`src/rtl/uart_mmio.sv`:
```
// uart_mmio: memory-mapped 8N1 UART for the direct serial port.
// DATA / STATUS / CTRL registers, TX shifter, 16x oversampled RX feeding a
// small FIFO, and a level interrupt for pending RX data.
module uart_mmio #(
  parameter int CLK_FREQ = 11059200,
  parameter int BAUD     = 9600,
  parameter int RX_DEPTH = 4
) (
  input  logic        clk,
  input  logic        rst,
  input  logic        ce_i,
  input  logic        we_i,
  input  logic [3:0]  addr_i,
  input  logic [3:0]  sel_i,
  input  logic [31:0] data_i,
  output logic [31:0] data_o,
  input  logic        rxd,
  output logic        txd,
  output logic        int_o
);

  localparam int DIV     = CLK_FREQ / (BAUD * 16);
  localparam int BIT_CYC = 16 * DIV;
  localparam int DW      = $clog2(DIV);
  localparam int TW      = $clog2(BIT_CYC);
  localparam int AW      = $clog2(RX_DEPTH);

  typedef enum logic [1:0] {RX_IDLE, RX_START, RX_DATA, RX_STOP} rx_state_t;
  typedef enum logic [1:0] {TX_IDLE, TX_START, TX_DATA, TX_STOP} tx_state_t;

  // ---------------------------------------------------------------- bus decode
  logic [1:0] reg_sel;
  logic       rd_acc;
  logic       wr_acc;
  logic       pop;
  logic       stat_rd;
  logic       tx_load;
  logic       tx_ready;
  logic       tx_done;

  // Only the low data byte, byte lane 0 and the word offset are meaningful.
  logic unused_bits;
  assign unused_bits = &{1'b0, sel_i[3:1], data_i[31:8], addr_i[1:0]};

  assign reg_sel = addr_i[3:2];
  assign rd_acc  = ce_i & ~we_i;
  assign wr_acc  = ce_i & we_i & sel_i[0];
  assign stat_rd = rd_acc & (reg_sel == 2'd1);

  // ---------------------------------------------------------------- baud tick
  logic [DW-1:0] baud_cnt_reg;
  logic          tick;

  assign tick = (baud_cnt_reg == DW'(DIV - 1));

  // Free-running divider producing one tick every DIV cycles.
  always_ff @(posedge clk or posedge rst) begin
    if (rst)       baud_cnt_reg <= '0;
    else if (tick) baud_cnt_reg <= '0;
    else           baud_cnt_reg <= baud_cnt_reg + DW'(1);
  end

  // ---------------------------------------------------------------- rxd sync
  logic rxd_meta_reg;
  logic rxd_sync_reg;

  // Two-flop synchroniser; idles high so reset never looks like a start bit.
  always_ff @(posedge clk or posedge rst) begin
    if (rst) begin
      rxd_meta_reg <= 1'b1;
      rxd_sync_reg <= 1'b1;
    end else begin
      rxd_meta_reg <= rxd;
      rxd_sync_reg <= rxd_meta_reg;
    end
  end

  // ---------------------------------------------------------------- RX FIFO
  logic [7:0]  fifo_mem [RX_DEPTH];
  logic [AW-1:0] wr_ptr_reg;
  logic [AW-1:0] rd_ptr_reg;
  logic [AW:0]   count_reg;
  logic          fifo_empty;
  logic          fifo_full;
  logic          rx_push;
  logic          rx_overrun_set;
  logic          rx_frame_set;

  assign fifo_empty = (count_reg == '0);
  assign fifo_full  = (count_reg == (AW + 1)'(RX_DEPTH));
  assign pop        = rd_acc & (reg_sel == 2'd0) & ~fifo_empty;

  // ---------------------------------------------------------------- RX FSM
  rx_state_t rx_state_reg, rx_state_next;
  logic [3:0] rx_cnt_reg, rx_cnt_next;
  logic [2:0] rx_bit_reg, rx_bit_next;
  logic [7:0] rx_shift_reg, rx_shift_next;

  // RX state register.
  always_ff @(posedge clk or posedge rst) begin
    if (rst) begin
      rx_state_reg <= RX_IDLE;
      rx_cnt_reg   <= '0;
      rx_bit_reg   <= '0;
      rx_shift_reg <= '0;
    end else begin
      rx_state_reg <= rx_state_next;
      rx_cnt_reg   <= rx_cnt_next;
      rx_bit_reg   <= rx_bit_next;
      rx_shift_reg <= rx_shift_next;
    end
  end

  // RX next state: all sampling advances only on baud ticks.
  always_comb begin
    rx_state_next  = rx_state_reg;
    rx_cnt_next    = rx_cnt_reg;
    rx_bit_next    = rx_bit_reg;
    rx_shift_next  = rx_shift_reg;
    rx_push        = 1'b0;
    rx_overrun_set = 1'b0;
    rx_frame_set   = 1'b0;
    if (tick) begin
      case (rx_state_reg)
        RX_IDLE: begin
          if (!rxd_sync_reg) begin
            rx_state_next = RX_START;
            rx_cnt_next   = '0;
          end
        end
        RX_START: begin
          // Half a bit in: a line that has gone high again was a glitch.
          if (rx_cnt_reg == 4'd7) begin
            rx_cnt_next = '0;
            rx_bit_next = '0;
            rx_state_next = rxd_sync_reg ? RX_IDLE : RX_DATA;
          end else begin
            rx_cnt_next = rx_cnt_reg + 4'd1;
          end
        end
        RX_DATA: begin
          if (rx_cnt_reg == 4'd15) begin
            rx_cnt_next   = '0;
            rx_shift_next = {rxd_sync_reg, rx_shift_reg[7:1]};
            if (rx_bit_reg == 3'd7) rx_state_next = RX_STOP;
            else                    rx_bit_next   = rx_bit_reg + 3'd1;
          end else begin
            rx_cnt_next = rx_cnt_reg + 4'd1;
          end
        end
        default: begin // RX_STOP
          if (rx_cnt_reg == 4'd15) begin
            rx_state_next = RX_IDLE;
            if (!rxd_sync_reg)  rx_frame_set   = 1'b1;
            else if (fifo_full) rx_overrun_set = 1'b1;
            else                rx_push        = 1'b1;
          end else begin
            rx_cnt_next = rx_cnt_reg + 4'd1;
          end
        end
      endcase
    end
  end

  // FIFO storage: write-only port, head is read combinationally.
  always_ff @(posedge clk) begin
    if (rx_push) fifo_mem[wr_ptr_reg] <= rx_shift_reg;
  end

  // FIFO pointers and occupancy; push and pop on one edge leave count unchanged.
  always_ff @(posedge clk or posedge rst) begin
    if (rst) begin
      wr_ptr_reg <= '0;
      rd_ptr_reg <= '0;
      count_reg  <= '0;
    end else begin
      if (rx_push) wr_ptr_reg <= wr_ptr_reg + AW'(1);
      if (pop)     rd_ptr_reg <= rd_ptr_reg + AW'(1);
      case ({rx_push, pop})
        2'b10:   count_reg <= count_reg + (AW + 1)'(1);
        2'b01:   count_reg <= count_reg - (AW + 1)'(1);
        default: count_reg <= count_reg;
      endcase
    end
  end

  // ---------------------------------------------------------------- status / ctrl
  logic overrun_reg;
  logic frame_err_reg;
  logic rx_int_en_reg;

  // Sticky error flags, cleared by a STATUS read; a new error on the same edge wins.
  always_ff @(posedge clk or posedge rst) begin
    if (rst) begin
      overrun_reg   <= 1'b0;
      frame_err_reg <= 1'b0;
    end else begin
      if (rx_overrun_set) overrun_reg <= 1'b1;
      else if (stat_rd)   overrun_reg <= 1'b0;
      if (rx_frame_set)   frame_err_reg <= 1'b1;
      else if (stat_rd)   frame_err_reg <= 1'b0;
    end
  end

  // CTRL register holding the RX interrupt enable.
  always_ff @(posedge clk or posedge rst) begin
    if (rst)                              rx_int_en_reg <= 1'b0;
    else if (wr_acc && reg_sel == 2'd2)   rx_int_en_reg <= data_i[0];
  end

  // ---------------------------------------------------------------- TX FSM
  tx_state_t tx_state_reg, tx_state_next;
  logic [TW-1:0] tx_cnt_reg, tx_cnt_next;
  logic [2:0]    tx_bit_reg, tx_bit_next;
  logic [7:0]    tx_shift_reg, tx_shift_next;
  logic          txd_reg, txd_next;

  assign tx_ready = (tx_state_reg == TX_IDLE);
  assign tx_done  = (tx_state_reg == TX_STOP) && (tx_cnt_reg == TW'(BIT_CYC - 1));
  // The edge that ends the stop bit may already take the next byte.
  assign tx_load  = wr_acc & (reg_sel == 2'd0) & (tx_ready | tx_done);

  // TX state register; txd idles high and is forced high by reset.
  always_ff @(posedge clk or posedge rst) begin
    if (rst) begin
      tx_state_reg <= TX_IDLE;
      tx_cnt_reg   <= '0;
      tx_bit_reg   <= '0;
      tx_shift_reg <= '0;
      txd_reg      <= 1'b1;
    end else begin
      tx_state_reg <= tx_state_next;
      tx_cnt_reg   <= tx_cnt_next;
      tx_bit_reg   <= tx_bit_next;
      tx_shift_reg <= tx_shift_next;
      txd_reg      <= txd_next;
    end
  end

  // TX next state: each bit is held for BIT_CYC cycles.
  always_comb begin
    tx_state_next = tx_state_reg;
    tx_cnt_next   = tx_cnt_reg;
    tx_bit_next   = tx_bit_reg;
    tx_shift_next = tx_shift_reg;
    txd_next      = txd_reg;
    if (tx_load) begin
      tx_state_next = TX_START;
      tx_cnt_next   = '0;
      tx_shift_next = data_i[7:0];
      txd_next      = 1'b0;
    end else if (tx_state_reg != TX_IDLE) begin
      if (tx_cnt_reg == TW'(BIT_CYC - 1)) begin
        tx_cnt_next = '0;
        case (tx_state_reg)
          TX_START: begin
            tx_state_next = TX_DATA;
            tx_bit_next   = '0;
            txd_next      = tx_shift_reg[0];
          end
          TX_DATA: begin
            if (tx_bit_reg == 3'd7) begin
              tx_state_next = TX_STOP;
              txd_next      = 1'b1;
            end else begin
              tx_bit_next   = tx_bit_reg + 3'd1;
              tx_shift_next = {1'b0, tx_shift_reg[7:1]};
              txd_next      = tx_shift_reg[1];
            end
          end
          default: tx_state_next = TX_IDLE; // TX_STOP
        endcase
      end else begin
        tx_cnt_next = tx_cnt_reg + TW'(1);
      end
    end
  end

  assign txd = txd_reg;

  // ---------------------------------------------------------------- read mux
  // Zero-latency register read; any pop lands on the access edge.
  always_comb begin
    data_o = '0;
    case (reg_sel)
      2'd0:    data_o = fifo_empty ? 32'd0 : {24'd0, fifo_mem[rd_ptr_reg]};
      2'd1:    data_o = {28'd0, frame_err_reg, overrun_reg, tx_ready, ~fifo_empty};
      2'd2:    data_o = {31'd0, rx_int_en_reg};
      default: data_o = '0;
    endcase
  end

  assign int_o = rx_int_en_reg & ~fifo_empty;

endmodule

```
`config.mk`:
```
export PLATFORM = sky130hd
export DESIGN_NAME = uart_mmio
export DESIGN_NICKNAME = d
export VERILOG_FILES = /design/src/rtl/uart_mmio.sv
export SDC_FILE = /design/constraint.sdc
export NUM_CORES = 1
export LEC_CHECK = 0
export CAP_MARGIN = 20
export CORE_MARGIN = 5
export CORE_UTILIZATION = 30
export DETAILED_ROUTE_END_ITERATION = 8
export SYNTH_ARGS = -nofsm -noshare
export SYNTH_HDL_FRONTEND = slang
export SYNTH_SLANG_ARGS = --single-unit
```
`constraint.sdc`:
```
create_clock -name clk -period 4.2 [get_ports clk]
set_input_delay 0.84 -clock clk [delete_from_list [all_inputs] [get_ports clk]]
set_output_delay 0.84 -clock clk [all_outputs]
set_load 0.05 [all_outputs]
```
==> flow_summary.json <==
{
  "outcome": "complete, no violations",
  "diodes": 0,
  "drtIter0Drc": 277,
  "finalHoldViolations": 0,
  "fp.dieH_um": 137,
  "reg2regPathDepth": 11,
  "drc_errors": 0,
  "timing.slew.headroom_pct": 29.7,
  "nNetsFinal": 500,
  "ant_nets": 0,
  "fp.dieW_um": 137,
  "syn_area_per_cell_um2": 11.6,
  "ys_warn_count": 0,
  "vias_per_cell": 5.01,
  "vias": 3299,
  "r2r-start": "baud_cnt_reg[0]",
  "tns_ns": 0,
  "drive_gt1_share_pct": 13.1,
  "grt_pass1_wl_um": 16700,
  "cts_buffers": 9,
  "rr_endpoint": "count_reg[2]",
  "fmax_mhz": 278,
  "setup_slack_ns": 0.600,
  "ys.flop_type": "dfrtp_1",
  "ys_types": 60,
  "timing.final.crit_share_pct": 85.7,
  "ir_drop_mv": 0.252,
  "htree_levels": 3,
  "ios": 79,
  "coreArea_um2": 15800,
  "routedWlPerCell_um": 15.0,
  "ys_seq_area_share_pct": 51.5,
  "cp-start-kind": "input pin",
  "async_reset_ff_share_pct": 65.6,
  "rows": 46,
  "synth_cells": 416,
  "layout_commonest_cell": "dfrtp_1",
  "fill_cells": 1548,
  "cts_tree": "built",
  "syn_area_um2": 4830,
  "clock_latency_ns": 0.34,
  "ctsResizeCount": 0,
  "largest_reg_flops": 32,
  "grt_pass1_vias": 3207,
  "final_cell_mix": "dfrtp_1 (58), edfxtp_1 (32), conb_1 (24)",
  "powerDensity_nw_per_um2": 465,
  "critPathCaptureType": "output port",
  "root_buffer": "clkbuf_16",
  "fp.dieArea_um2": 18700,
  "crit_arrival_ns": 2.76,
  "crit_type": "in -> out",
  "start_util_pct": 30.5,
  "regToRegSetupSlack_ns": 1.50,
  "grt_max_degree": 25,
  "rsz0062_at_grt": "no",
  "fin_skew_ns": 0.00668,
  "track_usage_pct": 11.3,
  "timing.max_cap.violations": 0,
  "min-delay-start": "rxd_meta_reg",
  "path_clk_slew_ns": 0.07,
  "clk_path_buf_depth": 2,
  "min_period_ns": 3.60,
  "overflow": 0,
  "hold_depth": 0,
  "io_buffers": 25,
  "power.leakage_nw": 2.11,
  "wl_um": 9890,
  "postCtsSetupRepairBufs": 0,
  "dp_slack_ns": 0.605,
  "antenna_found_initial": 0,
  "ys_seq_elements": 93,
  "place_hpwl_um": 7220,
  "synth_edf_count": 32,
  "routabilityCongestion": 0.782,
  "area_delta_synth_final_pct": 13.9,
  "cp.required_ns": 3.36,
  "dr.pass1.iters": 4,
  "worstHoldPathType": "reg -> reg",
  "cts_hold_buf": 0,
  "worstPathMaxFanout": 10,
  "min_to": "rxd_sync_reg",
  "clkSinkCount": 93,
  "setup_violations": 0,
  "drv_slew": 0,
  "worst_pin_slew_ns": 1.05,
  "hold_ws_ns": 0.371
}
## critical path, stage by stage
cell	delay (ns)
clkdlybuf4s50_1	0.64
nor2_1	0.09
o31ai_1	0.29
clkdlybuf4s50_1	0.89
## layout make-up
| cell class | instances | area [um^2] | share of cell area [%] |
|---|---|---|---|
| Sequential cell | 93 | 2490 | 45.2 |
| Tap cell | 216 | 270 | 4.91 |
| Clock inverter | 6 | 76.3 | 1.39 |
| Clock buffer | 10 | 229 | 4.16 |
| Multi-Input combinational cell | 289 | 2110 | 38.4 |
| Inverter | 17 | 63.8 | 1.16 |
| Timing Repair Buffer | 28 | 263 | 4.77 |
## cells in the mapped netlist, types with 3 or more instances
| master | instances | share of area [%] |
|---|---|---|
| nand3_1 | 22 | 2.3 |
| buf_4 | 24 | 3.7 |
| a21oi_1 | 19 | 2.0 |
| inv_1 | 17 | 1.3 |
| xnor2_1 | 4 | 0.72 |
| nor2_1 | 17 | 1.3 |
| o211ai_1 | 8 | 1.2 |
| clkbuf_1 | 12 | 0.93 |
| a32oi_1 | 6 | 1.1 |
| or3_1 | 5 | 0.65 |
| nand2_1 | 20 | 1.6 |
| ha_1 | 16 | 4.1 |
| a22oi_1 | 3 | 0.47 |
| nand4_1 | 5 | 0.65 |
| or4_1 | 4 | 0.62 |
| nand2b_1 | 4 | 0.52 |
| dfrtp_1 | 58 | 30 |
| and2_1 | 13 | 1.7 |
| xor2_1 | 7 | 1.3 |
| and3_1 | 7 | 0.91 |
| nor2b_1 | 10 | 1.3 |
| a31oi_1 | 7 | 0.91 |
| o31ai_1 | 8 | 1.2 |
| mux2_2 | 12 | 2.8 |
| mux2i_1 | 8 | 1.7 |
| buf_2 | 3 | 0.31 |
| o21ai_0 | 11 | 1.1 |
| dfstp_2 | 3 | 1.6 |
| a32o_1 | 3 | 0.62 |
| mux4_2 | 8 | 3.7 |
| nor3_1 | 4 | 0.41 |
| edfxtp_1 | 32 | 20 |
## worst max path at each step
stage	start	end	slack [ns]
global route	addr_i[2]	data_o[1]	0.46
finish	addr_i[2]	data_o[0]	0.60
global placement	addr_i[2]	data_o[0]	0.58
detailed placement	addr_i[2]	data_o[1]	0.61
floorplan	addr_i[2]	data_o[0]	1.04
CTS	addr_i[2]	data_o[0]	0.59
## through the flow
stage / total power [mW] / util [%] / area (um^2) / std cells
after global routing: 2.71 / 34.8 / 5510 / 659
after detailed placement: 1.74 / 32.9 / 5200 / 643
final: 2.56 / 34.8 / 5510 / 659
after floorplan: 1.60 / - / 4920 / 439
after CTS: 2.59 / 34.8 / 5510 / 659
after global placement: 1.71 / 32.9 / 5200 / 643
## cells by family after synthesis
logic type / share of synthesized area (%)
simple gates: 15.3
other cells: 0.0776
flops: 51.5
buf+inv: 6.52
mux: 8.18
fa+ha+maj: 4.56
xor+xnor: 1.99
compound gates: 11.8
## power by group
part	internal, mW	switching [mW]
Clock	0.475	0.369
Sequential	1.03	0.115
Combinational	0.221	0.343
## layer usage
| layer | track usage, % | share of wire (%) | routed length (um) | vias up |
|---|---|---|---|---|
| met4 | 3.82 | 1.5 | 152 | 0 |
| met1 | 14.6 | 46 | 4520 | 1664 |
| met5 | 0 | 0 | 0 | - |
| met2 | 18.9 | 48 | 4790 | 74 |
| met3 | 2.28 | 4.3 | 425 | 12 |
| li1 | - | - | - | 1549 |
No activity file was read; power rests on OpenSTA's default activity.
